==> config.mk <==
export PLATFORM = sky130hd
export DESIGN_NAME = button_conditioner
export DESIGN_NICKNAME = d
export VERILOG_FILES = /design/src/rtl/clock_alarm_pkg.sv /design/src/rtl/button_channel.sv /design/src/rtl/button_conditioner.sv
export SDC_FILE = /design/constraint.sdc
export NUM_CORES = 1
export LEC_CHECK = 0
export CORE_AREA = 4 4 181 183
export CTS_BUF_LIST = sky130_fd_sc_hd__clkbuf_4
export CTS_CLUSTER_DIAMETER = 100
export CTS_CLUSTER_SIZE = 8
export DETAILED_ROUTE_END_ITERATION = 8
export DIE_AREA = 0 0 185 187
export SLEW_MARGIN = 25
export SYNTH_ARGS = -nofsm -noshare
export SYNTH_HDL_FRONTEND = slang
export SYNTH_HIERARCHICAL = 1
export SYNTH_SLANG_ARGS = --single-unit
==> constraint.sdc <==
create_clock -name clk_clk -period 3 [get_ports clk_clk]
set_input_delay 0.9 -clock clk_clk [delete_from_list [all_inputs] [get_ports clk_clk]]
set_output_delay 0.9 -clock clk_clk [all_outputs]
set_load 0.01 [all_outputs]
==> src/rtl/clock_alarm_pkg.sv <==
// Shared definitions for the clock-alarm button path: button indices,
// per-channel debounce FSM states and a width helper.
package clock_alarm_pkg;

  localparam int unsigned NUM_BTN      = 4;
  localparam int unsigned BTN_SET_MODE = 0;
  localparam int unsigned BTN_INC_HOUR = 1;
  localparam int unsigned BTN_INC_MIN  = 2;
  localparam int unsigned BTN_CONFIRM  = 3;

  typedef enum logic [1:0] {
    ST_RELEASED,
    ST_PRESS_CHK,
    ST_HELD,
    ST_RELEASE_CHK
  } btn_state_e;

  function automatic int unsigned max3(input int unsigned a, input int unsigned b,
                                       input int unsigned c);
    int unsigned m;
    m = (a > b) ? a : b;
    return (m > c) ? m : c;
  endfunction

endpackage

==> src/rtl/button_channel.sv <==
// One button channel: 2-flop synchronizer, debounce FSM with stable-cycle
// counter, and an optional auto-repeat timer that runs while the button is held.
module button_channel
  import clock_alarm_pkg::*;
#(
  parameter int unsigned DEBOUNCE_CYCLES = 500000,
  parameter int unsigned REPEAT_DELAY    = 25000000,
  parameter int unsigned REPEAT_PERIOD   = 10000000,
  parameter bit          REPEAT_EN       = 1'b0,
  parameter bit          ACTIVE_LOW_IN   = 1'b1
) (
  input  logic clk,
  input  logic rst_n,
  input  logic raw,
  output logic level,
  output logic pulse
);

  localparam int unsigned      CNT_W    = $clog2(max3(DEBOUNCE_CYCLES, REPEAT_DELAY,
                                                      REPEAT_PERIOD)) + 1;
  localparam logic [CNT_W-1:0] DEB_LIM  = CNT_W'(DEBOUNCE_CYCLES);
  localparam logic [CNT_W-1:0] DLY_LIM  = CNT_W'(REPEAT_DELAY - 1);
  localparam logic [CNT_W-1:0] PER_LIM  = CNT_W'(REPEAT_PERIOD - 1);
  localparam logic             RAW_IDLE = ACTIVE_LOW_IN;

  logic             sync1_q, sync1_d, sync2_q, sync2_d;
  btn_state_e       state_q, state_d;
  logic [CNT_W-1:0] cnt_q, cnt_d, rpt_q, rpt_d;
  logic             first_q, first_d;
  logic             level_q, level_d, pulse_q, pulse_d;
  logic             pressed;

  function automatic logic [CNT_W-1:0] sat_inc(input logic [CNT_W-1:0] v);
    return (v == {CNT_W{1'b1}}) ? v : v + CNT_W'(1);
  endfunction

  always_comb begin
    sync1_d = raw;
    sync2_d = sync1_q;
    pressed = sync2_q ^ ACTIVE_LOW_IN;
    state_d = state_q;
    cnt_d   = cnt_q;
    rpt_d   = rpt_q;
    first_d = first_q;
    level_d = level_q;
    pulse_d = 1'b0;

    case (state_q)
      ST_RELEASED: begin
        rpt_d   = '0;
        first_d = 1'b1;
        if (pressed) begin
          state_d = ST_PRESS_CHK;
          cnt_d   = CNT_W'(1);
        end
      end
      ST_PRESS_CHK: begin
        if (!pressed) begin
          state_d = ST_RELEASED;
          cnt_d   = '0;
        end else if (cnt_q >= DEB_LIM) begin
          state_d = ST_HELD;
          cnt_d   = '0;
          level_d = 1'b1;
          pulse_d = 1'b1;
          rpt_d   = '0;
          first_d = 1'b1;
        end else begin
          cnt_d = sat_inc(cnt_q);
        end
      end
      ST_HELD: begin
        if (!pressed) begin
          state_d = ST_RELEASE_CHK;
          cnt_d   = CNT_W'(1);
        end
      end
      ST_RELEASE_CHK: begin
        if (pressed) begin
          state_d = ST_HELD;
          cnt_d   = '0;
        end else if (cnt_q >= DEB_LIM) begin
          state_d = ST_RELEASED;
          cnt_d   = '0;
          level_d = 1'b0;
          rpt_d   = '0;
          first_d = 1'b1;
        end else begin
          cnt_d = sat_inc(cnt_q);
        end
      end
      default: begin
        state_d = ST_RELEASED;
        cnt_d   = '0;
      end
    endcase

    // Repeat timer keeps running through a release bounce; the release edge itself never repeats.
    if (REPEAT_EN && (state_q == ST_HELD || state_q == ST_RELEASE_CHK) &&
        state_d != ST_RELEASED) begin
      if (rpt_q == (first_q ? DLY_LIM : PER_LIM)) begin
        pulse_d = 1'b1;
        rpt_d   = '0;
        first_d = 1'b0;
      end else begin
        rpt_d = sat_inc(rpt_q);
      end
    end
  end

  always_ff @(posedge clk) begin
    if (!rst_n) begin
      sync1_q <= RAW_IDLE;
      sync2_q <= RAW_IDLE;
      state_q <= ST_RELEASED;
      cnt_q   <= '0;
      rpt_q   <= '0;
      first_q <= 1'b1;
      level_q <= 1'b0;
      pulse_q <= 1'b0;
    end else begin
      sync1_q <= sync1_d;
      sync2_q <= sync2_d;
      state_q <= state_d;
      cnt_q   <= cnt_d;
      rpt_q   <= rpt_d;
      first_q <= first_d;
      level_q <= level_d;
      pulse_q <= pulse_d;
    end
  end

  assign level = level_q;
  assign pulse = pulse_q;

endmodule

==> src/rtl/button_conditioner.sv <==
// Four independent button channels feeding the PIO: debounced levels plus
// single-cycle press / auto-repeat pulses.
module button_conditioner
  import clock_alarm_pkg::*;
#(
  parameter int unsigned        DEBOUNCE_CYCLES = 500000,
  parameter int unsigned        REPEAT_DELAY    = 25000000,
  parameter int unsigned        REPEAT_PERIOD   = 10000000,
  parameter logic [NUM_BTN-1:0] REPEAT_MASK     = 4'b0110,
  parameter bit                 ACTIVE_LOW_IN   = 1'b1
) (
  input  logic               clk_clk,
  input  logic               reset_reset_n,
  input  logic [NUM_BTN-1:0] btn_raw,
  output logic [NUM_BTN-1:0] btn_level,
  output logic [NUM_BTN-1:0] btn_pulse
);

  for (genvar i = 0; i < NUM_BTN; i++) begin : g_ch
    button_channel #(
      .DEBOUNCE_CYCLES(DEBOUNCE_CYCLES),
      .REPEAT_DELAY   (REPEAT_DELAY),
      .REPEAT_PERIOD  (REPEAT_PERIOD),
      .REPEAT_EN      (REPEAT_MASK[i]),
      .ACTIVE_LOW_IN  (ACTIVE_LOW_IN)
    ) u_ch (
      .clk  (clk_clk),
      .rst_n(reset_reset_n),
      .raw  (btn_raw[i]),
      .level(btn_level[i]),
      .pulse(btn_pulse[i])
    );
  end

endmodule

Word-level counts from Yosys, hierarchy flattened

Index checks and enable logic that the tools add are counted.

Output and inout port bits: 8
Bits of input ports: 6
Flip-flop bits (word level): 182

Magnitude comparators: 4
Equality and inequality tests: 54
Reduce and logical (&&, ||, !) cells: 30
Add/sub/neg operators: 6
Bitwise logic cells: 3
Mux-type cells: 116

Operator list:

| cell                                                  | count |
|---|---|
| two-way mux 26 bit                                    | 36 |
| one-hot mux 26 bit (4 select lines)                   | 4 |
| adder 26 x 1 -> 26 bit, second input constant         | 6 |
| equality test 26 bit, second input constant           | 6 |
| one-hot mux 26 bit (3 select lines)                   | 2 |
| >= comparator 26 x 19 -> 1 bit, second input constant | 4 |
| equality test 26 bit                                  | 2 |
| two-way mux 25 bit                                    | 2 |
| two-way mux 2 bit                                     | 24 |
| two-way mux 1 bit                                     | 38 |
| inequality test 2 x 1 -> 1 bit, second input constant | 16 |
| one-hot mux 2 bit (4 select lines)                    | 4 |
| AND reduction 5 bit                                   | 4 |
| inequality test 3 bit, second input constant          | 6 |
| equality test 2 bit, second input constant            | 8 |
| inequality test 2 bit, second input constant          | 8 |
| AND reduction 4 bit                                   | 4 |
| nonzero test 2 bit                                    | 6 |
| equality test 2 x 1 -> 1 bit, second input constant   | 4 |
| zero test 2 bit                                       | 4 |
| one-hot mux 1 bit (2 select lines)                    | 4 |
| AND reduction 2 bit                                   | 4 |
| nonzero test 4 bit                                    | 2 |
| inequality test 3 x 1 -> 1 bit, second input constant | 2 |
| other kinds (6)                                       | 13 |

Depth between registers and ports, before layout

Gate-level depths: netlist (run 1).

Depth in word-level cells: 8
Depth in mapped cells: 10
Gate-level depth less buffers: 8

Cells and area by module

Netlist (run 1), hierarchy kept.

By module, submodules not included:

| module                            | cells an instance | instances | area an instance (um^2) | sequential area each (um^2) |
|---|---|---|---|---|
| button_channel (g_ch[1].u_ch ...) | 374               | 2         | 3086.7                  | 1181.1 |
| button_channel (g_ch[0].u_ch)     | 187               | 1         | 1592.8                  | 640.6 |
| button_channel (g_ch[3].u_ch)     | 177               | 1         | 1524.0                  | 640.6 |

Worst setup path after synthesis (run 1)

OpenSTA, ideal clock, no wires.

Path type: register -> register
Start point: register g_ch[1].u_ch.rpt_q[0]
End point: register g_ch[1].u_ch.rpt_q[20]
Clock period less this slack: 2.268 ns
Slack: 0.732 ns
Cell stages (with the launch flop): 10
Data required time: 2.930 ns
Data arrival time: 2.198 ns
Cells stage by stage: dfxtp_1 ha_1 clkbuf_1 nor4b_1 nand2_1 a2111oi_4 nor4b_2 buf_2 or4_1 a21oi_1

Cells in the longest elaborated chain, start to end: 4
Elaborated cells between the ends (all ways): 8

RTL lines:

| item                   | RTL line              | source |
|---|---|---|
| from (decl)            | button_channel.sv:28  | `logic [CNT_W-1:0] cnt_q, cnt_d, rpt_q, rpt_d;` |
| from (signal assigned) | button_channel.sv:126 | `rpt_q <= rpt_d;` |
| adder 26 x 1 -> 26 bit | button_channel.sv:34  | `return (v == {CNT_W{1'b1}}) ? v : v + CNT_W'(1);` |
| two-way mux 26 bit     | button_channel.sv:34  |  |
| two-way mux 26 bit     | button_channel.sv:101 | `if (rpt_q == (first_q ? DLY_LIM : PER_LIM)) begin` |
| two-way mux 26 bit     | button_channel.sv:99  | `if (REPEAT_EN && (state_q == ST_HELD \|\| state_q == ST_RELEASE_CHK) &&` |

Parallel ways exist; a longest one is shown, timed or not. The select of a mux whose other input is x is not followed.
A chain may end at the register's enable or synchronous reset.

Worst setup path after layout (run 1)

Start point: register g_ch[1].u_ch.rpt_q[13]
End point: register g_ch[1].u_ch.rpt_q[20]

The elaborated chain is that of the path after synthesis.

==> flow_summary.ini, run 1 <==
[setup_path]
r2r_setup_slack_ps = 420
crit_arrival_ps = 3120
crit_required_ps = 3550
r2r-start = g_ch[1].u_ch/rpt_q[13]
crit_type = reg -> reg
cp-start-kind = flop
critical_path.max_fanout = 27
worst_setup_path_end_kind = flop
r2r_cells = 7
r2r-end = g_ch[1].u_ch/rpt_q[20]

[timing]
fin_tns_setup_ps = 0
worst_slew_pin_slew_ps = 844.9
slew_headroom_pct = 43.67
setup_violations = 0
period_minus_slack_ps = 2578
rsz0062_at_grt = false
fin_skew_ps = 28.18
timing.final.max_slew_violations = 0
hold_viol = 0
hold_ws_ps = 429.3
clock.fmax_mhz = 387.9
fin_crit_sh_pct = 85.94

[synthesis]
syn_nets = 1128
syn-instance-count = 1112
synth-edff-count = 0
ys.flop_type = dfxtp_1
seq_area_frac_synth_pct = 39.22
synth_top_area_cell = dfxtp_1
synth_top_area_share_pct = 39.22
synth.area.mux_share_pct = 0.3232
avgSynthCellArea_um2 = 8.354
synth_fa_ha_area_share_pct = 1.347
synth_top_family_by_area = simple AND/OR/NAND/NOR gates
syn-cell-area_um2 = 9290
synthArstFlopShare_pct = 0
synth-seq-cells = 182
yosys_warnings = 6
yosys.area_share.simple_pct = 30.44
synth-compound-area-share_pct = 23.47
synth_xor_xnor_area_share_pct = 1.212
synth.area.top_cells = dfxtp_1 39%, a21oi_1 4.7%, o31ai_1 4.5%
synth_cell_types = 79

[clock_network]
cts_tree = done
post_cts_buffers = 0
cts_resized = 0
clkSinkCount = 182
clockBufferDepth = 2
clk_pin_slew_ps = 180
cts_hold_buf = 0
clkLatencyLatePin_ps = 600
cts-root-buf = clkbuf_4
htreeDepth = 4
numCtsBuffers = 17

[route]
totalWireLength_mm = 21.52
drt_iter0_markers = 533
via_count = 8468
remaining_drc_errors = 0
postRouteAntennaNets = 0
viasPerCell = 5.546
dr.pass1.iters = 5
post_drt_wl_per_cell_um = 14.09

[run_status]
status = finished clean

[die]
io_pins = 14
fp.dieW_um = 185
die_area_um2 = 34600
die_h_um = 187
num_rows = 65
core_region_area_um2 = 31230
start_util_pct = 29.75

[grt]
grt_pass1_wl_mm = 37.68
grt-ovfl-total = 0
first_global_vias = 7985
antenna_found_initial = 1
grt_start_max_net_pins = 49
grt_usage_pct = 12.56

[placement]
place.gp.congestion = 0.8038
placed_area_um2 = 9893
io_buffer_count = 13
dpl.hpwl_mm = 14.65

[job]
maxCapViolations = 0

[layout]
areaGrowthSynthToFinish_pct = 9.562
drive_above_1_share_pct = 7.829
fin_area_um2 = 10180
layout.nets = 1127
nFillCells = 3336

[power]
vdd_drop_max_uv = 226.3
powerDensity_nw_per_um2 = 390.7
leakage_nw = 3.111

[worst_hold_path]
worstHoldStart = g_ch[0].u_ch/sync1_q
min_to = g_ch[0].u_ch/sync2_q
hold_class = reg -> reg
min_path_cells = 1
## through the flow
step / total power [mW] / worst slack (ps) / util, % / std cells
2_1_floorplan: 2.586 / 731.5 / - / 1112
4_1_cts: 4.050 / 407.5 / 32.58 / 1526
3_3_place_gp: 2.635 / 524.7 / 31.68 / 1494
6_report: 3.976 / 421.8 / 32.59 / 1527
5_1_grt: 4.169 / 174.3 / 32.59 / 1527
3_5_place_dp: 2.637 / 457.6 / 31.68 / 1494
## sequential cells by signal, indices dropped and copies added, names as in the netlist, named ones only
| name | flops |
|---|---|
| g_ch.u_ch/cnt_q | 104 |
| g_ch.u_ch/rpt_q | 52 |
| g_ch.u_ch/state_q | 6 |
| g_ch.u_ch/level | 4 |
| g_ch.u_ch/pulse | 4 |
| g_ch.u_ch/sync1_q | 4 |
| g_ch.u_ch/sync2_q | 4 |
| g_ch.u_ch/first_q | 2 |
## synth_stat cells (all sizes together), types with 5 or more instances
| master | count |
|---|---|
| a31oi | 26 |
| nor4 | 20 |
| a41oi | 6 |
| a211oi | 6 |
| and4 | 8 |
| nand3 | 78 |
| nand4 | 50 |
| o21bai | 6 |
| o41ai | 7 |
| and3 | 26 |
| nor4b | 8 |
| and2 | 20 |
| nor3b | 8 |
| nor2 | 37 |
| o211ai | 11 |
| a21boi | 8 |
| dfxtp | 182 |
| clkbuf | 39 |
| buf | 19 |
| xnor2 | 10 |
| or4 | 50 |
| nand2 | 91 |
| o21ai | 82 |
| a21oi | 88 |
| nor3 | 15 |
| a311oi | 5 |
| inv | 34 |
| nand3b | 7 |
| nand2b | 12 |
| o31ai | 56 |
| nor2b | 17 |
| or3 | 18 |
| ha | 10 |
## critical path, cell delays in order (launching register included)
cell and delay [ps]:
dfxtp_1 480, nand4bb_1 140, or3_4 410, a2111oi_4 510
nor4b_4 80, buf_4 230, or4_1 520, a21oi_1 140
## cells in the final DEF, fill, tap and decap left out, types with 9 or more instances in the layout
master | Yosys | final
a31oi_1 | 26 | 26
a21oi_1 | 88 | 88
and2_1 | 20 | 20
nand4_1 | 48 | 48
o31ai_1 | 56 | 56
xnor2_1 | 9 | 9
nor2b_1 | 17 | 17
nor4_1 | 16 | 16
nand2b_1 | 12 | 12
o211ai_1 | 11 | 11
nand2_1 | 91 | 91
buf_4 | 2 | 24
nor3_1 | 15 | 15
or4_1 | 50 | 50
nand3_1 | 76 | 76
dfxtp_1 | 182 | 182
clkbuf_4 | 0 | 17
clkdlybuf4s50_1 | 0 | 12
o21ai_0 | 74 | 74
inv_1 | 34 | 34
and3_1 | 26 | 26
nor2_1 | 34 | 34
ha_1 | 10 | 10
or3_1 | 14 | 14
## worst max path at each step
stage | startpoint | end | slack, ps | depth (start not counted)
after floorplan | g_ch[1].u_ch/rpt_q[0] | g_ch[1].u_ch/rpt_q[20] | 730 | 9
after detailed placement | g_ch[1].u_ch/rpt_q[13] | g_ch[1].u_ch/rpt_q[20] | 460 | 7
after CTS | g_ch[1].u_ch/rpt_q[13] | g_ch[1].u_ch/rpt_q[20] | 410 | 7
after global placement | g_ch[1].u_ch/rpt_q[13] | g_ch[1].u_ch/rpt_q[23] | 520 | 7
final | g_ch[1].u_ch/rpt_q[13] | g_ch[1].u_ch/rpt_q[20] | 420 | 7
after global routing | g_ch[1].u_ch/rpt_q[0] | g_ch[1].u_ch/rpt_q[20] | 170 | 8
## layer usage
layer / GRT usage (%) / up-vias / part of all wire [%]
met5: 0 / - / 0
met4: 3.331 / 0 / 1.1
met3: 2.295 / 17 / 2.6
met2: 20.29 / 106 / 46
met1: 17.25 / 4044 / 51
li1: - / 4301 / -
## cell families (layout without fill, tap and decap cells)
family	Yosys count	after routing
other	0	1
buffers and inverters	92	104
XOR/XNOR	12	12
adder cells (fa/ha/maj)	10	10
flip-flops	182	182
multiplexers	3	3
AO/OA/AOI/OAI	334	334
AND/OR/NAND/NOR	479	479
## cell type report
class                   instances  area, um^2  share of cell area (%)
inverters                      34       127.6                   1.254
repair buffers                 38       325.3                   3.196
flip-flops and latches        182        3643                   35.80
clock inverters                15       155.1                   1.524
multi-input cells             838        5294                   52.01
diodes                          1       2.502                 0.02459
well taps                     402       503.0                   4.942
clock buffers                  17       127.6                   1.254
## power breakdown
part           internal [mW]  switching [mW]
sequential              2.44          0.0164
combinational         0.0514          0.0813
clock                  0.383            1.01
total                   2.87            1.11
(Power assumes the default switching activity.)
==> inputs of run 2 (changes only) <==
--- a/config.mk
+++ b/config.mk
@@ -5,12 +5,12 @@
 export SDC_FILE = /design/constraint.sdc
 export NUM_CORES = 1
 export LEC_CHECK = 0
-export CORE_AREA = 4 4 181 183
+export CORE_AREA = 2 2 179 181
 export CTS_BUF_LIST = sky130_fd_sc_hd__clkbuf_4
 export CTS_CLUSTER_DIAMETER = 100
 export CTS_CLUSTER_SIZE = 8
 export DETAILED_ROUTE_END_ITERATION = 8
-export DIE_AREA = 0 0 185 187
+export DIE_AREA = 0 0 181 183
 export SLEW_MARGIN = 25
 export SYNTH_ARGS = -nofsm -noshare
 export SYNTH_HDL_FRONTEND = slang
==> run 2 against run 1 <==
Maximum frequency shrank 5.4%. Critical endpoint is now g_ch[2].u_ch/rpt_q[2]. Flip-flop and latch count is the same. First-iteration DRC count shrank 13%. Wire length grew 0.94%. Worst hold slack lost 8.9 ps.
==> flow_summary.ini, run 2 (synthesized netlist as in run 1, its figures left out) <==
[placement]
place_inst = 1495
place.gp.congestion = 0.8171
dpl.hpwl_mm = 14.80
io_buffer_count = 13
preCtsSetupSlack_ps = 297.3

[setup_path]
crit_required_ps = 3470
crit_chain = ha_1, nor4b_1, nand2_1, a2111oi_4, nor3b_1, o21ai_1, buf_4, a21oi_1
cp.depth = 8
crit_arrival_ps = 3190
critical_path.max_fanout = 18
worst_setup_path_end_kind = flop
cp-start-kind = flop
crit_family = compound AO/OA/AOI/OAI gates
r2r_setup_slack_ps = 280
critPathBufInv = 1
crit_type = reg -> reg
slowest_stage = o21ai_1
r2r_cells = 8
max_stage_delay_ps = 540

[layout]
final-instance-count-excl-fill = 1529
largest_reg_flops = 104
max_flop_register = g_ch.u_ch/cnt_q
most-common-layout-cells = 182 x dfxtp_1, 91 x nand2_1, 88 x a21oi_1
final_common_cell = dfxtp_1
layout.nets = 1128
drive_above_1_share_pct = 7.911
areaGrowthSynthToFinish_pct = 9.818
reg_top3 = g_ch.u_ch/cnt_q: 104 flops, g_ch.u_ch/rpt_q: 52 flops, g_ch.u_ch/state_q: 6 flops

[clock_network]
clockBufferDepth = 2
cts_hold_buf = 0
numCtsBuffers = 17
post_cts_buffers = 0
clk_pin_slew_ps = 170
cts_resized = 0
htreeDepth = 4
clkLatencyLatePin_ps = 570
cts-root-buf = clkbuf_4
clkSinkCount = 182
cts_tree = done

[route]
remaining_drc_errors = 0
postRouteAntennaNets = 0
via_count = 8478
dr.pass1.iters = 5
viasPerCell = 5.545
post_drt_wl_per_cell_um = 14.21
totalWireLength_mm = 21.73
drt_iter0_markers = 464

[timing]
clock.fmax_mhz = 367.1
fin_skew_ps = 30.86
fin_tns_setup_ps = 0
timing.final.ws_setup_ps = 276.0
rsz0062_at_grt = false
slew_headroom_pct = 43.73
worst_slew_pin_slew_ps = 844.0
period_minus_slack_ps = 2724
hold_ws_ps = 420.4
timing.final.max_slew_violations = 0
setup_violations = 0
fin_crit_sh_pct = 90.80
hold_viol = 0

[power]
pwr-share-clk_pct = 35.7
vdd_drop_max_uv = 199.7
p_int_mw = 3.016
switching_share_pct = 24.99
netSwitchingPower_mw = 1.005
leakage_nw = 3.131
powerDensity_nw_per_um2 = 394.1
combPwrFrac_pct = 3.3
power_frac_seq_pct = 61.0

[die]
die_area_um2 = 33120
num_rows = 65
core_region_area_um2 = 31230
io_pins = 14
fp.dieW_um = 181
die_h_um = 183
start_util_pct = 29.75

[grt]
grt_usage_pct = 13.34
antenna_found_initial = 1
first_global_vias = 7859
grt_start_max_net_pins = 49
grt_pass1_wl_mm = 37.77
grt-ovfl-total = 0

[job]
maxCapViolations = 0

[run_status]
status = finished clean

[worst_hold_path]
hold_class = reg -> reg
min_path_cells = 1
-- run 2: changes by cell type in the layout (fill, tap and decap cells not counted), sizes merged --
cell and delta:
inv -3, bufinv +2, clkbuf +2, buf +1, clkinvlp -1, diode +1
-- run 2: worst reg2reg max path, stage by stage, from the launching register on --
cell       delay (ps)
dfxtp_1           420
ha_1              330
nor4b_1           280
nand2_1           130
a2111oi_4         340
nor3b_1           140
o21ai_1           540
buf_4             360
a21oi_1            70
-- run 2: power by group through the flow --
stage / combinational, mW / sequential [mW] / clock (mW)
2_1_floorplan: 0.0859 / 2.50 / 0
5_1_grt: 0.151 / 2.46 / 1.59
3_5_place_dp: 0.136 / 2.50 / 0
6_report: 0.134 / 2.45 / 1.44
4_1_cts: 0.136 / 2.45 / 1.50
3_3_place_gp: 0.135 / 2.50 / 0
-- run 2: layer usage --
layer  global-route usage, %  wire [um]  vias to the layer above
met5                       0          0                        -
met1                   18.15      10970                     4059
met3                   2.303        622                       11
met4                   3.317        176                        0
li1                        -          -                     4300
met2                   21.97       9956                      108
-- run 2: layout make-up --
cell class	count	area (um^2)
Sequential cell	182	3643
Clock buffer	19	142.6
Tap cell	402	503.0
Clock inverter	13	141.4
Timing Repair Buffer	39	345.3
Inverter	34	127.6
Multi-Input combinational cell	838	5294
Fill cell	3329	21030
Antenna cell	2	5.005
-- run 2: final timing paths --
kind | to | startpoint
max | g_ch[2].u_ch/rpt_q[2] | g_ch[2].u_ch/rpt_q[0]
min | g_ch[3].u_ch/sync2_q | g_ch[3].u_ch/sync1_q
max reg2reg | g_ch[2].u_ch/rpt_q[2] | g_ch[2].u_ch/rpt_q[0]
min reg2reg | g_ch[3].u_ch/sync2_q | g_ch[3].u_ch/sync1_q
-- run 2: metrics by stage --
step                cell area, um^2  utilization [%]  power, mW
finish                        10200            32.67      4.021
global route                  10200            32.67      4.201
CTS                           10200            32.65      4.086
detailed placement             9913            31.74      2.639
global placement               9913            31.74      2.638
floorplan                      9290                -      2.586
==> inputs of run 3 (changes only) <==
--- a/config.mk
+++ b/config.mk
@@ -11,6 +11,7 @@
 export CTS_CLUSTER_SIZE = 8
 export DETAILED_ROUTE_END_ITERATION = 8
 export DIE_AREA = 0 0 181 183
+export REMOVE_ABC_BUFFERS = 1
 export SLEW_MARGIN = 25
 export SYNTH_ARGS = -nofsm -noshare
 export SYNTH_HDL_FRONTEND = slang
==> run 3 against run 2 <==
Worst hold slack gained 5.7 ps. Clock power shrank 3%. Global-route usage shrank 0.072 points. Sequential power is essentially flat. Die area is the same. Maximum frequency grew 4.0%. Critical path type unchanged. Critical endpoint is now g_ch[1].u_ch/rpt_q[10]. Count of clock-buffer cells in the layout shrank 2. Design area is essentially flat.
==> flow_summary.ini, run 3 (synthesized netlist as in run 1, its figures left out) <==
[layout]
postLayoutCoreUtil_pct = 32.70
most-common-layout-cells = 182 x dfxtp_1, 91 x nand2_1, 88 x a21oi_1
areaGrowthSynthToFinish_pct = 9.926
nFillCells = 3326
max_flop_register = g_ch.u_ch/cnt_q
reg_top3 = g_ch.u_ch/cnt_q: 104 flops, g_ch.u_ch/rpt_q: 52 flops, g_ch.u_ch/state_q: 6 flops
multi_input_area_um2 = 5298
layout.nets = 1128
largest_reg_flops = 104
drive_above_1_share_pct = 7.733
final_common_cell = dfxtp_1
layout.area.seq_um2 = 3643

[setup_path]
crit_chain = o311ai_1, a311o_1, o2111a_1, buf_4, nand2b_1, or4_1, a21oi_1
critPathBufInv = 1
cp-start-kind = flop
crit_required_ps = 3520
r2r-end = g_ch[1].u_ch/rpt_q[10]
critical_path.max_fanout = 15
crit_family = compound AO/OA/AOI/OAI gates
r2r_cells = 7
slowest_stage = or4_1
worst_setup_path_end_kind = flop
r2r_setup_slack_ps = 380
r2r-start = g_ch[1].u_ch/cnt_q[13]
crit_type = reg -> reg
crit_arrival_ps = 3140
max_stage_delay_ps = 510

[clock_network]
numCtsBuffers = 17
clk_pin_slew_ps = 150
clkLatencyLatePin_ps = 590
cts_resized = 0
post_cts_buffers = 0
cts_hold_buf = 0
htreeDepth = 4
cts_tree = done
clockBufferDepth = 2
cts-root-buf = clkbuf_4
clkSinkCount = 182

[timing]
hold_viol = 0
fin_skew_ps = 31.79
slew_headroom_pct = 44.47
fin_tns_setup_ps = 0
clock.fmax_mhz = 381.6
rsz0062_at_grt = false
setup_violations = 0
fin_crit_sh_pct = 87.35
timing.final.max_slew_violations = 0
worst_slew_pin_slew_ps = 832.9
period_minus_slack_ps = 2620

[grt]
grt_pass1_wl_mm = 37.52
antenna_found_initial = 1
grt_usage_pct = 13.26
grt_start_max_net_pins = 49
first_global_vias = 7723
grt-ovfl-total = 0

[worst_hold_path]
min_path_cells = 1
min_to = g_ch[2].u_ch/sync2_q
worstHoldStart = g_ch[2].u_ch/sync1_q
hold_class = reg -> reg

[power]
leakage_nw = 3.120
vdd_drop_max_uv = 250.3
combPwrFrac_pct = 3.3
power_frac_seq_pct = 61.5
netSwitchingPower_mw = 0.9975
p_int_mw = 2.986
pwr-share-clk_pct = 35.2
powerDensity_nw_per_um2 = 390.0
switching_share_pct = 25.04

[job]
maxCapViolations = 0

[route]
postRouteAntennaNets = 0
viasPerCell = 5.526
dr.pass1.iters = 7
post_drt_wl_per_cell_um = 14.08
drt_iter0_markers = 441
totalWireLength_mm = 21.51
via_count = 8444
remaining_drc_errors = 0

[run_status]
status = finished clean

[die]
die_area_um2 = 33120
fp.dieW_um = 181
core_region_area_um2 = 31230
io_pins = 14
start_util_pct = 29.75
num_rows = 65
die_h_um = 183

[placement]
place.gp.congestion = 0.8051
dpl.hpwl_mm = 14.55
io_buffer_count = 13
## run 3: changes by cell type in the layout (fill, tap and decap cells not counted)
cell	previous run	this run
clkinv_4	0	3
buf_12	2	3
o21ai_2	2	3
clkbuf_4	19	17
diode_2	2	1
clkinvlp_4	0	2
clkinv_1	0	3
buf_4	24	23
o21ai_1	6	5
inv_6	7	4
clkinv_2	4	1
## run 3: worst register-to-register path, stage by stage (launching register included)
cell and delay, ps:
dfxtp_1 500, o311ai_1 240, a311o_1 370, o2111a_1 280, buf_4 250, nand2b_1 270, or4_1 510, a21oi_1 160
## run 3: area by class of cell
class / count / share of cell area, %
multi-input cells: 838 / 51.87
flip-flops and latches: 182 / 35.68
well taps: 402 / 4.925
repair buffers: 39 / 3.504
clock inverters: 15 / 1.495
clock buffers: 17 / 1.250
inverters: 34 / 1.250
diodes: 1 / 0.02450
## run 3: power groups by stage
| stage | registers (mW) | clock network, mW | logic [mW] |
|---|---|---|---|
| floorplan | 2.50 | 0 | 0.0730 |
| global placement | 2.50 | 0 | 0.131 |
| detailed placement | 2.50 | 0 | 0.133 |
| CTS | 2.45 | 1.47 | 0.133 |
| global route | 2.46 | 1.56 | 0.147 |
| finish | 2.45 | 1.40 | 0.132 |
## run 3: worst max path at each step
stage | depth (start not counted) | slack, ps | startpoint | end
final | 7 | 380 | g_ch[1].u_ch/cnt_q[13] | g_ch[1].u_ch/rpt_q[10]
after global routing | 7 | 80 | g_ch[1].u_ch/cnt_q[9] | g_ch[1].u_ch/rpt_q[15]
after CTS | 7 | 240 | g_ch[2].u_ch/rpt_q[13] | g_ch[2].u_ch/rpt_q[23]
after detailed placement | 7 | 270 | g_ch[2].u_ch/rpt_q[13] | g_ch[2].u_ch/rpt_q[14]
after global placement | 7 | 380 | g_ch[2].u_ch/rpt_q[13] | g_ch[2].u_ch/rpt_q[11]
after floorplan | 6 | -470 | g_ch[1].u_ch/cnt_q[9] | g_ch[1].u_ch/rpt_q[2]
## run 3: stage by stage
step	hold slack, ps	cell area [um^2]	instances	setup slack (ps)	total power [mW]
after floorplan	386.3	9047	1054	-466.9	2.575
after global placement	390.6	9926	1495	378.1	2.635
after detailed placement	395.3	9926	1495	267.7	2.637
after CTS	427.2	10210	1527	240.3	4.053
after global routing	451.7	10210	1528	81.42	4.163
final	426.0	10210	1528	379.6	3.983
## run 3: per-layer routing
layer  part of all wire [%]  global-route usage [%]  vias to the layer above
met1                     50                   18.49                     3992
met2                     46                   20.89                      150
met5                      0                       0                        -
met3                    3.3                   2.740                       16
li1                       -                       -                     4286
met4                   0.99                   3.447                        0
